===== src/rtl/spi_master_if.sv =====
// rtl/spi_master_if.sv - control handshake and SPI pin bundle for spi_master
interface spi_master_if #(
    parameter int DATA_WIDTH = 4
);
    logic                  start;
    logic [DATA_WIDTH-1:0] tx_data;
    logic                  ready;
    logic                  busy;
    logic                  done;
    logic [DATA_WIDTH-1:0] rx_data;
    logic                  sclk;
    logic                  ss;
    logic                  mosi;
    logic                  miso;

    modport master (
        input  start,
        input  tx_data,
        input  miso,
        output ready,
        output busy,
        output done,
        output rx_data,
        output sclk,
        output ss,
        output mosi
    );

    modport slave (
        output start,
        output tx_data,
        output miso,
        input  ready,
        input  busy,
        input  done,
        input  rx_data,
        input  sclk,
        input  ss,
        input  mosi
    );
endinterface


===== src/rtl/spi_master.sv =====
// rtl/spi_master.sv - mode-0 SPI master, MSB-first frames with start/ready handshake
module spi_master #(
    parameter int DATA_WIDTH = 4,
    parameter int CLK_DIV    = 2
) (
    input  logic         clk,
    input  logic         rst,
    spi_master_if.master bus
);
    localparam int CNT_W = $clog2(DATA_WIDTH) + 1;
    localparam int DIV_W = $clog2(CLK_DIV) + 1;
    localparam logic [CNT_W-1:0] CNT_LAST = CNT_W'(DATA_WIDTH - 1);
    localparam logic [DIV_W-1:0] DIV_LAST = DIV_W'(CLK_DIV - 1);

    typedef enum logic [2:0] {
        IDLE,
        SETUP,
        SCLK_HI,
        SCLK_LO,
        HOLD,
        DONE
    } state_t;

    state_t                state_q, state_d;
    logic [DIV_W-1:0]      div_q, div_d;
    logic [CNT_W-1:0]      cnt_q, cnt_d;
    logic [DATA_WIDTH-1:0] tx_q, tx_d;
    logic [DATA_WIDTH-1:0] rx_q, rx_d;
    logic [DATA_WIDTH-1:0] rx_data_q, rx_data_d;
    logic                  phase_end;
    logic                  in_frame;

    always_ff @(posedge clk or posedge rst) begin
        if (rst) begin
            state_q   <= IDLE;
            div_q     <= '0;
            cnt_q     <= '0;
            tx_q      <= '0;
            rx_q      <= '0;
            rx_data_q <= '0;
        end else begin
            state_q   <= state_d;
            div_q     <= div_d;
            cnt_q     <= cnt_d;
            tx_q      <= tx_d;
            rx_q      <= rx_d;
            rx_data_q <= rx_data_d;
        end
    end

    assign phase_end = (div_q == DIV_LAST);

    always_comb begin
        state_d   = state_q;
        div_d     = div_q;
        cnt_d     = cnt_q;
        tx_d      = tx_q;
        rx_d      = rx_q;
        rx_data_d = rx_data_q;

        case (state_q)
            IDLE: begin
                div_d = '0;
                if (bus.start) begin
                    tx_d    = bus.tx_data;
                    rx_d    = '0;
                    cnt_d   = '0;
                    state_d = SETUP;
                end
            end

            SETUP: begin
                if (phase_end) begin
                    div_d   = '0;
                    state_d = SCLK_HI;
                end else begin
                    div_d = div_q + DIV_W'(1);
                end
            end

            SCLK_HI: begin
                // miso is captured in the same cycle sclk is first driven high
                if (div_q == '0) begin
                    rx_d = (rx_q << 1) | DATA_WIDTH'(bus.miso);
                end
                if (phase_end) begin
                    div_d = '0;
                    if (cnt_q == CNT_LAST) begin
                        state_d = HOLD;
                    end else begin
                        // mosi advances on the same edge that drops sclk
                        tx_d    = tx_q << 1;
                        cnt_d   = cnt_q + CNT_W'(1);
                        state_d = SCLK_LO;
                    end
                end else begin
                    div_d = div_q + DIV_W'(1);
                end
            end

            SCLK_LO: begin
                if (phase_end) begin
                    div_d   = '0;
                    state_d = SCLK_HI;
                end else begin
                    div_d = div_q + DIV_W'(1);
                end
            end

            HOLD: begin
                if (phase_end) begin
                    div_d     = '0;
                    rx_data_d = rx_q;
                    state_d   = DONE;
                end else begin
                    div_d = div_q + DIV_W'(1);
                end
            end

            DONE: begin
                div_d   = '0;
                cnt_d   = '0;
                state_d = IDLE;
            end

            default: begin
                div_d   = '0;
                state_d = IDLE;
            end
        endcase
    end

    assign in_frame = (state_q == SETUP) || (state_q == SCLK_HI) ||
                      (state_q == SCLK_LO) || (state_q == HOLD);

    assign bus.ready   = (state_q == IDLE);
    assign bus.busy    = (state_q != IDLE);
    assign bus.done    = (state_q == DONE);
    assign bus.sclk    = (state_q == SCLK_HI);
    assign bus.ss      = ~in_frame;
    assign bus.mosi    = in_frame ? tx_q[DATA_WIDTH-1] : 1'b0;
    assign bus.rx_data = rx_data_q;
endmodule


===== src/flat_wrapper.sv =====
// flat-port wrapper written by rule: the top's interface ports become plain ports
module spi_master_flat 
#(
    parameter int DATA_WIDTH = 4,
    parameter int CLK_DIV    = 2
)
  (clk, rst, bus_start, bus_tx_data, bus_miso, bus_ready, bus_busy, bus_done, bus_rx_data, bus_sclk, bus_ss, bus_mosi);
  spi_master_if #(.DATA_WIDTH(DATA_WIDTH)) bus_i ();
  input  logic clk;
  input  logic rst;
  input wire logic [$bits(bus_i.start)-1:0] bus_start;
  input wire logic [$bits(bus_i.tx_data)-1:0] bus_tx_data;
  input wire logic [$bits(bus_i.miso)-1:0] bus_miso;
  output wire logic [$bits(bus_i.ready)-1:0] bus_ready;
  output wire logic [$bits(bus_i.busy)-1:0] bus_busy;
  output wire logic [$bits(bus_i.done)-1:0] bus_done;
  output wire logic [$bits(bus_i.rx_data)-1:0] bus_rx_data;
  output wire logic [$bits(bus_i.sclk)-1:0] bus_sclk;
  output wire logic [$bits(bus_i.ss)-1:0] bus_ss;
  output wire logic [$bits(bus_i.mosi)-1:0] bus_mosi;
  assign bus_i.start = bus_start;
  assign bus_i.tx_data = bus_tx_data;
  assign bus_i.miso = bus_miso;
  assign bus_ready = bus_i.ready;
  assign bus_busy = bus_i.busy;
  assign bus_done = bus_i.done;
  assign bus_rx_data = bus_i.rx_data;
  assign bus_sclk = bus_i.sclk;
  assign bus_ss = bus_i.ss;
  assign bus_mosi = bus_i.mosi;
  spi_master #(.DATA_WIDTH(DATA_WIDTH), .CLK_DIV(CLK_DIV)) u_core (.clk(clk), .rst(rst), .bus(bus_i));
endmodule

===== config.mk =====
export PLATFORM = sky130hd
export DESIGN_NAME = spi_master_flat
export DESIGN_NICKNAME = d
export VERILOG_FILES = /design/src/rtl/spi_master_if.sv /design/src/rtl/spi_master.sv /design/src/flat_wrapper.sv
export SDC_FILE = /design/constraint.sdc
export NUM_CORES = 1
export LEC_CHECK = 0
export ABC_CLOCK_PERIOD_IN_PS = 1900
export CAP_MARGIN = 0
export CORE_MARGIN = 1
export CORE_UTILIZATION = 41
export DETAILED_ROUTE_END_ITERATION = 12
export PLACE_DENSITY = 0.68
export SLEW_MARGIN = 5
export SYNTH_ARGS = -nofsm -noshare
export SYNTH_HDL_FRONTEND = slang
export SYNTH_SLANG_ARGS = --single-unit

===== constraint.sdc =====
create_clock -name clk -period 1.9 [get_ports clk]
set_clock_uncertainty 0.2 [all_clocks]
set_input_delay 0.38 -clock clk [delete_from_list [all_inputs] [get_ports clk]]
set_output_delay 0.38 -clock clk [all_outputs]
set_load 0.02 [all_outputs]

==> run summary, run 1 <==
Status -> finished with violations
Violated checks -> negative setup slack
Type of origin of the critical path -> register
Core Footprint -> 2060 um^2
H-tree depth -> 1
Per-cell routed wire length -> 12.5 um
Drt first-iter violations -> 12
Yosys cell types -> 27
Maximum fanout along the worst path -> 3
Global-route usage over all layers -> 17.8%
Skew-Pair Late Insertion Delay -> 290 ps
Die Y -> 49.9 um
Cts-stage hold buffer count -> 0
GRT Max-Usage Layer -> met2
Worst VDD drop -> 1100 uV
Drt total wl -> 2090 um
Worst setup margin -> -117 ps
Critical path arrival -> 2000 ps
Synth Net Count -> 109
Root Buffer -> clkbuf_4
1st-pass router iterations -> 4
FF+latch count, synth -> 20
M1 GR Usage -> 22.1%
Nets -> 151
Cells after synthesis -> 99
Crit Path Category -> register to register
Antenna Nets Post-Route -> 0
Die width -> 49.9 um
Worst Setup End Kind -> register
Buf+Inv Stages, Crit Path -> 1
Full die area -> 2490 um^2
Final Max Slew Viols -> 0
Total Power -> 2.04 mW
R2R cell count -> 6
Post-route DRC -> 0
Crit path max-delay family -> flip-flops
Starting Density -> 45.7%
Endpoints failing hold -> 0
Drt via density -> 4.96
Yosys warnings -> 0
Slew HR -> 76.3%
Share of cells above drive strength 1 -> 35.0%
HPWL Detailed -> 1470 um
Worst slew pin tran -> 355 ps
Row count -> 16
Setup Viol. Count Final -> 10
Lkg Pwr -> 0.672 nW
Vias in the first global route -> 760
Met2 usage -> 30.4%
Initial antenna violation count -> 0
PD cells -> 1460 nW/um^2
Worst Path Required -> 1880 ps
Number of port buffers -> 17
Clk slew on worst S/H paths -> 110 ps
# Max-Cap Violations -> 0
Total CTS buffers -> 3
Hold Path Class -> input pin to async pin
First-pass GRT wire length -> 3280 um
Clk sinks -> 20
Syn_area_per_cell -> 9.52 um^2
Crit share post-route -> 106%
Fin cells -> 167
GRT Residual Overflow -> 0
I/O pin count -> 18
Pin count of the biggest net entering global routing -> 21
RSZ-0062 raised after global routing -> yes
CP cell instances -> ha_2 -> ha_4 -> or3b_4 -> buf_4 -> o2bb2ai_4 -> mux2_2
Sequential cell area fraction in the yosys report -> 53.1%
TritonCTS clock tree -> built
Post-Place Setup Slack -> -178 ps
Max stage delay cell, worst path -> dfrtp_1
Cell count after placement -> 160
R2R setup slack -> -120 ps
Mapped Area -> 942 um^2
Vias post-DR -> 829
Clock Path Buffers -> 2
Area growth, synth to finish -> 48.7%
R2r startpoint -> u_core.cnt_q[1]$_DFFE_PP0P_
Commonest non-fill, non-tap cells in the layout -> buf_4 (20), dfrtp_1 (20), nand2_1 (13)
Min Clock Period, post-route -> 2020 ps
Crit-path max cell delay -> 400 ps
GP Congestion -> 0.834
Reg2reg end -> u_core.cnt_q[2]$_DFFE_PP0P_
Met3 GRT Util -> 3.70%
Max Fclk -> 0.496 GHz
Ant diodes -> 0
[routing by layer]
metal  up-vias  wire [um]
met4         0         44
li1        414          -
met3         4         54
met5         -          0
met2        15       1050
met1       396        937
[flip-flops by register name (all words and copies together), names as in the netlist]
| signal | count |
|---|---|
| u_core.bus.rx_data | 4 |
| u_core.div_q | 2 |
| u_core.rx_q | 4 |
| u_core.cnt_q | 3 |
| u_core.state_q | 3 |
| u_core.tx_q | 4 |
[cells by family (layout without fill, tap and decap cells)]
family | after synthesis | in the layout | share of synthesized area [%]
compound gates | 18 | 18 | 12.9
simple gates | 43 | 43 | 21.9
fa+ha+maj | 2 | 2 | 2.66
buf+inv | 12 | 53 | 4.91
mux | 4 | 4 | 4.52
flops | 20 | 20 | 53.1
[cell usage after synthesis]
library cell	count	area share [%]
a31oi_1	3	2.0
dfrtp_1	20	53
nand4b_1	1	0.93
or2_2	1	0.66
nand2b_1	1	0.66
or3b_4	1	1.2
and2_1	1	0.66
nand2_1	15	6.0
o21ai_0	10	5.3
mux2i_1	2	2.1
buf_2	1	0.53
nor2b_1	1	0.66
or3_1	1	0.66
nor2_1	13	5.2
nand4_1	4	2.7
mux2_2	2	2.4
nand3_1	1	0.53
a22oi_1	1	0.80
ha_1	2	2.7
and3_1	1	0.66
a211oi_4	1	2.1
inv_1	10	4.0
a21oi_1	2	1.1
nor2_2	1	0.66
inv_2	1	0.40
nand3b_1	1	0.80
o2bb2ai_2	1	1.6
[worst max-delay path by stage]
stage / startpoint / end / depth (start not counted)
2_1_floorplan: u_core.cnt_q[0]$_DFFE_PP0P_ / u_core.tx_q[1]$_DFFE_PP0P_ / 6
3_3_place_gp: u_core.state_q[0]$_DFFE_PP0P_ / bus_mosi / 3
3_5_place_dp: u_core.state_q[0]$_DFFE_PP0P_ / bus_mosi / 3
4_1_cts: u_core.cnt_q[1]$_DFFE_PP0P_ / u_core.tx_q[1]$_DFFE_PP0P_ / 7
5_1_grt: u_core.cnt_q[1]$_DFFE_PP0P_ / u_core.tx_q[1]$_DFFE_PP0P_ / 7
6_report: u_core.cnt_q[1]$_DFFE_PP0P_ / u_core.cnt_q[2]$_DFFE_PP0P_ / 6
[report_power, final]
group | switching, mW | leakage, nW | internal, mW
combinational | 0.577 | 0.408 | 0.596
sequential | 0.0737 | 0.243 | 0.559
clock | 0.124 | 0.0210 | 0.116
[worst reg2reg max path, delay by kind of cell, from the launching register on]
family / cells / cell delay, ps
multiplexers: 1 / 280
flip-flops: 1 / 400
AO/OA/AOI/OAI: 1 / 120
AND/OR/NAND/NOR: 1 / 400
adder cells (fa/ha/maj): 2 / 360
buffers and inverters: 1 / 160
[final cells by class]
cell class                      count  area [um^2]
Inverter                           11         41.3
Timing Repair Buffer               38          333
Tap cell                           27         33.8
Multi-Input combinational cell     67          457
Fill cell                         165          661
Clock buffer                        4         36.3
Sequential cell                    20          500
[stage by stage]
| stage | TNS, ps | instance area, um^2 | utilization (%) | hold WS (ps) |
|---|---|---|---|---|
| 6_report | -764 | 1400 | 68.0 | 203 |
| 5_1_grt | -1540 | 1400 | 68.0 | 248 |
| 4_1_cts | -793 | 1320 | 63.8 | 200 |
| 3_5_place_dp | -1210 | 1290 | 62.6 | 270 |
| 3_3_place_gp | -910 | 1290 | 62.6 | 263 |
| 2_1_floorplan | -9.23 | 957 | - | 144 |
[what timing repair did]
action	4_1_cts	5_1_grt
resized for setup	28	18
pin swaps	0	4
endpoints found under the setup margin	14	13
setup buffers	1	2
Note: power is estimated with default switching activity, not from simulation.
==> inputs of run 2 (changes only) <==
--- a/config.mk
+++ b/config.mk
@@ -7,7 +7,8 @@
 export LEC_CHECK = 0
 export ABC_CLOCK_PERIOD_IN_PS = 1900
 export CAP_MARGIN = 0
-export CORE_MARGIN = 1
+export CORE_ASPECT_RATIO = 1.25
+export CORE_MARGIN = 8
 export CORE_UTILIZATION = 41
 export DETAILED_ROUTE_END_ITERATION = 12
 export PLACE_DENSITY = 0.68
==> run 2 against run 1 <==
  * The flow still finishes with violations (negative setup slack)
  * Via count is 1.8% lower
  * Critical path depth unchanged
  * Global-route usage fell by 5.2 points
  * Clock power down 17%
  * Sequential share of layout area increased by 1.5 points
  * Register-to-register slack about the same
  * Die area rose by 64%
  * Final area decreased by 3.9%
  * Largest cell class unchanged
  * Largest power group unchanged
==> run summary, run 2 (synthesis results as in run 1) <==
Status -> finished with violations (unchanged)
Violated checks -> negative setup slack (unchanged)
Clock share of power -> 10.3% (was 11.8%)
Crit Path Category -> register to register (unchanged)
Initial antenna violation count -> 0 (unchanged)
CP cell instances -> ha_2 -> ha_4 -> or3b_4 -> buf_6 -> o2bb2ai_4 -> mux2_4 (was ha_2 -> ha_4 -> or3b_4 -> buf_4 -> o2bb2ai_4 -> mux2_2)
Vias in the first global route -> 898 (was 760)
Post-Place Setup Slack -> -240 ps (was -178 ps)
Critical path arrival -> 2020 ps (was 2000 ps)
Crit path max-delay family -> flip-flops (unchanged)
DR WL met2 -> 1210 um (was 1050 um)
Total CTS buffers -> 3 (unchanged)
Worst Path Required -> 1900 ps (was 1880 ps)
Type of origin of the critical path -> register (unchanged)
Ant diodes -> 0 (unchanged)
Full die area -> 4100 um^2 (was 2490 um^2)
First-pass GRT wire length -> 3970 um (was 3280 um)
Number of port buffers -> 17 (unchanged)
Reg power frac -> 33.0% (was 30.9%)
RSZ-0062 raised after global routing -> yes (unchanged)
Core Footprint -> 2190 um^2 (was 2060 um^2)
Clock Path Buffers -> 2 (unchanged)
Worst slew pin tran -> 348 ps (was 355 ps)
Endpoints failing hold -> 0 (unchanged)
Clk sinks -> 20 (unchanged)
Nets -> 147 (was 151)
I/O pin count -> 18 (unchanged)
Worst VDD drop -> 888 uV (was 1100 uV)
Lkg Pwr -> 0.650 nW (was 0.672 nW)
Antenna Nets Post-Route -> 0 (unchanged)
Die width -> 58.9 um (was 49.9 um)
Slew HR -> 76.7% (was 76.3%)
Psw -> 0.755 mW (was 0.774 mW)
Max stage delay cell, worst path -> dfrtp_1 (unchanged)
GRT Residual Overflow -> 0 (unchanged)
Hold Path Class -> input pin to async pin (unchanged)
Drt first-iter violations -> 18 (was 12)
Crit share post-route -> 106% (about the same)
Net Sw Frac -> 38.8% (was 37.9%)
Drt via density -> 4.90 (was 4.96)
Pin count of the biggest net entering global routing -> 21 (unchanged)
Share of cells above drive strength 1 -> 30.4% (was 35.0%)
Crit-path max cell delay -> 400 ps (about the same)
GP Congestion -> 0.777 (was 0.834)
# Max-Cap Violations -> 0 (unchanged)
Reg2reg end -> u_core.cnt_q[2]$_DFFE_PP0P_ (unchanged)
Setup Viol. Count Final -> 11 (was 10)
R2R setup slack -> -120 ps (about the same)
Top sig layer -> met4 (unchanged)
# fillers -> 196 (was 165)
DRT met1 WL -> 883 um (was 937 um)
Internal Power -> 1.19 mW (was 1.27 mW)
Commonest non-fill, non-tap cells in the layout -> dfrtp_1 (20), buf_4 (17), nand2_1 (14) (was buf_4 (20), dfrtp_1 (20), nand2_1 (13))
Max Fclk -> 0.496 GHz (about the same)
Die Y -> 69.6 um (was 49.9 um)
Area growth, synth to finish -> 42.9% (was 48.7%)
Maximum fanout along the worst path -> 3 (unchanged)
Final Max Slew Viols -> 0 (unchanged)
Skew-Pair Late Insertion Delay -> 300 ps (was 290 ps)
Met3 Wirelength -> 113 um (was 54 um)
Cts-stage hold buffer count -> 0 (unchanged)
H-tree depth -> 1 (unchanged)
1st-pass router iterations -> 4 (unchanged)
Min Clock Period, post-route -> 2020 ps (about the same)
WHS -> 194 ps (was 203 ps)
Gate power share -> 56.7% (was 57.3%)
Global-route usage over all layers -> 12.5% (was 17.8%)
Per-cell routed wire length -> 13.6 um (was 12.5 um)
Post-route DRC -> 0 (unchanged)
R2R cell count -> 6 (unchanged)
Worst setup margin -> -117 ps (about the same)
Root Buffer -> clkbuf_4 (unchanged)
Row count -> 19 (was 16)
Vias post-DR -> 814 (was 829)
PD cells -> 1440 nW/um^2 (was 1460 nW/um^2)
Drt total wl -> 2260 um (was 2090 um)
Most common cell after layout, fill and taps aside -> dfrtp_1
Buf+Inv Stages, Crit Path -> 1 (unchanged)
Clk slew on worst S/H paths -> 100 ps (was 110 ps)
Starting Density -> 43.1% (was 45.7%)
R2r startpoint -> u_core.cnt_q[1]$_DFFE_PP0P_ (unchanged)
Worst Setup End Kind -> register (unchanged)
HPWL Detailed -> 1690 um (was 1470 um)
TritonCTS clock tree -> built (unchanged)
[run 2: how the worst max path moves through the flow]
stage	cells after the start	endpoint	slack, ps	from
floorplan	6	u_core.tx_q[1]$_DFFE_PP0P_	-9	u_core.cnt_q[0]$_DFFE_PP0P_
global placement	3	bus_ss	-200	u_core.state_q[0]$_DFFE_PP0P_
detailed placement	3	bus_ss	-240	u_core.state_q[0]$_DFFE_PP0P_
CTS	3	bus_mosi	-130	u_core.state_q[0]$_DFFE_PP0P_
global route	3	bus_mosi	-170	u_core.state_q[0]$_DFFE_PP0P_
finish	6	u_core.cnt_q[2]$_DFFE_PP0P_	-120	u_core.cnt_q[1]$_DFFE_PP0P_
[run 2: area by class of cell]
type / instances / area (um^2) / share of cell area (%)
Clock buffer: 3 / 22.5 / 1.67
Sequential cell: 20 / 500 / 37.2
Tap cell: 31 / 38.8 / 2.88
Timing Repair Buffer: 34 / 302 / 22.4
Inverter: 11 / 41.3 / 3.07
Multi-Input combinational cell: 67 / 442 / 32.8
[run 2: worst register-to-register path, stage by stage (launching register included)]
cell       delay [ps]
dfrtp_1           400
ha_2              200
ha_4              150
or3b_4            400
buf_6             140
o2bb2ai_4         130
mux2_4            300
[run 2: timing repair]
action | 4_1_cts | 5_1_grt
pin swaps | 0 | 2
gates cloned | 0 | 0
endpoints found under the setup margin | 13 | 15
buffers inserted | 2 | 1
gates resized for setup | 33 | 9
[run 2: layer usage]
layer	vias to the layer above	track usage (%)
met4	0	6.40
met5	-	0
li1	405	-
met3	5	2.78
met1	388	13.3
met2	16	21.9
[run 2: metrics by stage]
stage | utilization [%] | std cells | cell area (um^2) | TNS (ps) | power (mW)
5_1_grt | 61.6 | 166 | 1350 | -1550 | 2.10
6_report | 61.6 | 166 | 1350 | -736 | 1.94
2_1_floorplan | - | 99 | 957 | -9.23 | 1.23
3_5_place_dp | 57.9 | 160 | 1270 | -1160 | 1.63
4_1_cts | 60.1 | 165 | 1320 | -814 | 1.91
3_3_place_gp | 57.9 | 160 | 1270 | -838 | 1.60
[run 2: power by group through the flow]
stage	registers, mW	logic (mW)	clock network, mW
2_1_floorplan	0.642	0.586	0
3_3_place_gp	0.632	0.963	0
3_5_place_dp	0.645	0.987	0
4_1_cts	0.637	1.06	0.214
5_1_grt	0.654	1.22	0.228
6_report	0.642	1.10	0.200
==> inputs of run 3 (changes only) <==
==> constraint.sdc (replaced) <==
create_clock -name clk -period 1.9 [get_ports clk]
set_clock_uncertainty 0.2 [all_clocks]
set_input_delay 0.19 -clock clk [delete_from_list [all_inputs] [get_ports clk]]
set_output_delay 0.19 -clock clk [all_outputs]
set_load 0.02 [all_outputs]
==> run 3 against run 2 <==
  * The run still ends with negative setup slack left
  * Largest cell class unchanged
  * Clock power up 23%
  * Via count grew 0.37%
  * Critical path depth grew 1
  * Power grew 2.4%
  * Register-to-register slack is essentially flat
  * Final area is 0.28% lower
==> run summary, run 3 (synthesis results as in run 1) <==
Status -> finished with violations (unchanged)
Violated checks -> negative setup slack (unchanged)
Ant diodes -> 0 (unchanged)
Post-route DRC -> 0 (unchanged)
Setup Viol. Count Final -> 7 (was 11)
RSZ-0062 raised after global routing -> yes (unchanged)
Die width -> 58.9 um (unchanged)
Most common cell after layout, fill and taps aside -> dfrtp_1 (unchanged)
Crit Path Category -> register to register (unchanged)
Worst setup margin -> -127 ps (was -117 ps)
Crit-path max cell delay -> 410 ps (was 400 ps)
Vias in the first global route -> 826 (was 898)
Min Clock Period, post-route -> 2030 ps (was 2020 ps)
Number of port buffers -> 17 (unchanged)
Nets -> 147 (unchanged)
Footprint of the multi-input gates -> 434 um^2 (was 442 um^2)
Core Footprint -> 2190 um^2 (unchanged)
Max Fclk -> 0.493 GHz (was 0.496 GHz)
Internal Power -> 1.23 mW (was 1.19 mW)
Drt total wl -> 2140 um (was 2260 um)
Hold Path Class -> input pin to async pin (unchanged)
Final Max Slew Viols -> 0 (unchanged)
Starting Density -> 43.1% (unchanged)
Maximum fanout along the worst path -> 4 (was 3)
Clk slew on worst S/H paths -> 110 ps (was 100 ps)
Per-cell routed wire length -> 12.8 um (was 13.6 um)
Worst Setup End Kind -> register (unchanged)
Drt via density -> 4.89 (was 4.90)
# Max-Cap Violations -> 0 (unchanged)
Skew-Pair Late Insertion Delay -> 310 ps (was 300 ps)
Root Buffer -> clkbuf_4 (unchanged)
Total CTS buffers -> 3 (unchanged)
TritonCTS clock tree -> built (unchanged)
Reg2reg end -> u_core.tx_q[2]$_DFFE_PP0P_ (was u_core.cnt_q[2]$_DFFE_PP0P_)
Final Instance Area -> 1340 um^2 (was 1350 um^2)
Commonest non-fill, non-tap cells in the layout -> dfrtp_1 (20), nand2_1 (15), buf_4 (14) (was dfrtp_1 (20), buf_4 (17), nand2_1 (14))
Initial antenna violation count -> 0 (unchanged)
Cts-stage hold buffer count -> 0 (unchanged)
Antenna Nets Post-Route -> 0 (unchanged)
Type of origin of the critical path -> register (unchanged)
Clk sinks -> 20 (unchanged)
Placement Cell Area -> 1260 um^2 (was 1270 um^2)
# fillers -> 200 (was 196)
Slew HR -> 77.1% (was 76.7%)
Worst slew pin tran -> 343 ps (was 348 ps)
Pin count of the biggest net entering global routing -> 21 (unchanged)
Critical path arrival -> 2020 ps (about the same)
Worst Path Required -> 1900 ps (about the same)
I/O pin count -> 18 (unchanged)
Final core occ -> 61.4% (was 61.6%)
1st-pass router iterations -> 4 (unchanged)
Clock share of power -> 12.3% (was 10.3%)
HPWL Detailed -> 1560 um (was 1690 um)
H-tree depth -> 1 (unchanged)
Drt first-iter violations -> 16 (was 18)
Reg power frac -> 31.7% (was 33.0%)
Lkg Pwr -> 0.645 nW (was 0.650 nW)
Die Y -> 69.6 um (unchanged)
Share of cells above drive strength 1 -> 28.7% (was 30.4%)
GP Congestion -> 0.795 (was 0.777)
Net Sw Frac -> 38.3% (was 38.8%)
CP cell instances -> ha_2 -> ha_4 -> or3b_4 -> a211oi_4 -> buf_4 -> buf_6 -> a31oi_1 (was ha_2 -> ha_4 -> or3b_4 -> buf_6 -> o2bb2ai_4 -> mux2_4)
Gate power share -> 56.0% (was 56.7%)
PD cells -> 1480 nW/um^2 (was 1440 nW/um^2)
Global-route usage over all layers -> 11.6% (was 12.5%)
Vias post-DR -> 817 (was 814)
Full die area -> 4100 um^2 (unchanged)
GRT Residual Overflow -> 0 (unchanged)
R2R cell count -> 7 (was 6)
Endpoints failing hold -> 0 (unchanged)
R2r startpoint -> u_core.cnt_q[0]$_DFFE_PP0P_ (was u_core.cnt_q[1]$_DFFE_PP0P_)
Psw -> 0.763 mW (was 0.755 mW)
Max stage delay cell, worst path -> dfrtp_1 (unchanged)
Clock Path Buffers -> 2 (unchanged)
Post-Place Setup Slack -> -67.6 ps (was -240 ps)
Crit share post-route -> 107% (was 106%)
FF+latch area -> 500 um^2 (unchanged)
Row count -> 19 (unchanged)
Area growth, synth to finish -> 42.5% (was 42.9%)
Worst VDD drop -> 836 uV (was 888 uV)
First-pass GRT wire length -> 3700 um (was 3970 um)
R2R setup slack -> -130 ps (was -120 ps)
[run 3: cell count changes in the layout (fill, tap and decap cells not counted), sizes merged]
cell           delta
dlymetal6s2s      -1
dlygate4sd2       +1
clkbuf            +3
clkdlybuf4s50     +1
buf               -3
[run 3: cell type report]
| cell class | count | share of cell area (%) |
|---|---|---|
| clock buffer | 4 | 2.70 |
| tap | 31 | 2.89 |
| inverter | 11 | 3.08 |
| timing repair buffer | 34 | 21.7 |
| multi-input combinational | 67 | 32.3 |
| sequential | 20 | 37.3 |
[run 3: per-layer routing]
metal	wire, um	share of wire, %	up-vias	GRT usage (%)
li1	-	-	410	-
met1	856	40	386	13.2
met2	1130	53	16	19.0
met3	100	4.7	5	2.60
met4	53	2.5	0	6.40
met5	0	0	-	0
[run 3: worst max path at each step]
stage | from | endpoint | cells after the start
floorplan | u_core.cnt_q[0]$_DFFE_PP0P_ | u_core.tx_q[1]$_DFFE_PP0P_ | 6
global placement | u_core.cnt_q[1]$_DFFE_PP0P_ | u_core.tx_q[1]$_DFFE_PP0P_ | 7
detailed placement | u_core.cnt_q[0]$_DFFE_PP0P_ | u_core.tx_q[1]$_DFFE_PP0P_ | 7
CTS | u_core.cnt_q[0]$_DFFE_PP0P_ | u_core.tx_q[1]$_DFFE_PP0P_ | 7
global route | u_core.cnt_q[1]$_DFFE_PP0P_ | u_core.tx_q[2]$_DFFE_PP0P_ | 7
finish | u_core.cnt_q[0]$_DFFE_PP0P_ | u_core.tx_q[2]$_DFFE_PP0P_ | 7
[run 3: timing repair]
item / 4_1_cts / 5_1_grt
buffers inserted: 0 / 4
pin swaps: 0 / 0
setup endpoints to repair: 13 / 12
cloned: 0 / 1
gates resized for setup: 15 / 13
[run 3: worst max-delay path, delay by kind of cell, from the launching register on]
kind,cells,cell delay [ps]
flops,1,410
fa+ha+maj,2,360
compound gates,2,300
simple gates,1,390
buf+inv,2,260
[run 3: power groups by stage]
stage | sequential [mW] | combinational (mW) | clock (mW)
3_3_place_gp | 0.632 | 0.979 | 0
3_5_place_dp | 0.638 | 1.01 | 0
6_report | 0.631 | 1.11 | 0.246
5_1_grt | 0.652 | 1.24 | 0.282
4_1_cts | 0.630 | 1.01 | 0.257
2_1_floorplan | 0.642 | 0.586 | 0
[run 3: per-stage QoR]
step | cells | TNS (ps) | hold WS [ps] | total power, mW
global placement | 158 | -128 | 262 | 1.61
finish | 167 | -784 | 9.13 | 1.99
detailed placement | 158 | -219 | 274 | 1.65
global route | 167 | -1270 | 23.7 | 2.18
CTS | 162 | -351 | 12.7 | 1.89
floorplan | 99 | -9.23 | -46.2 | 1.23
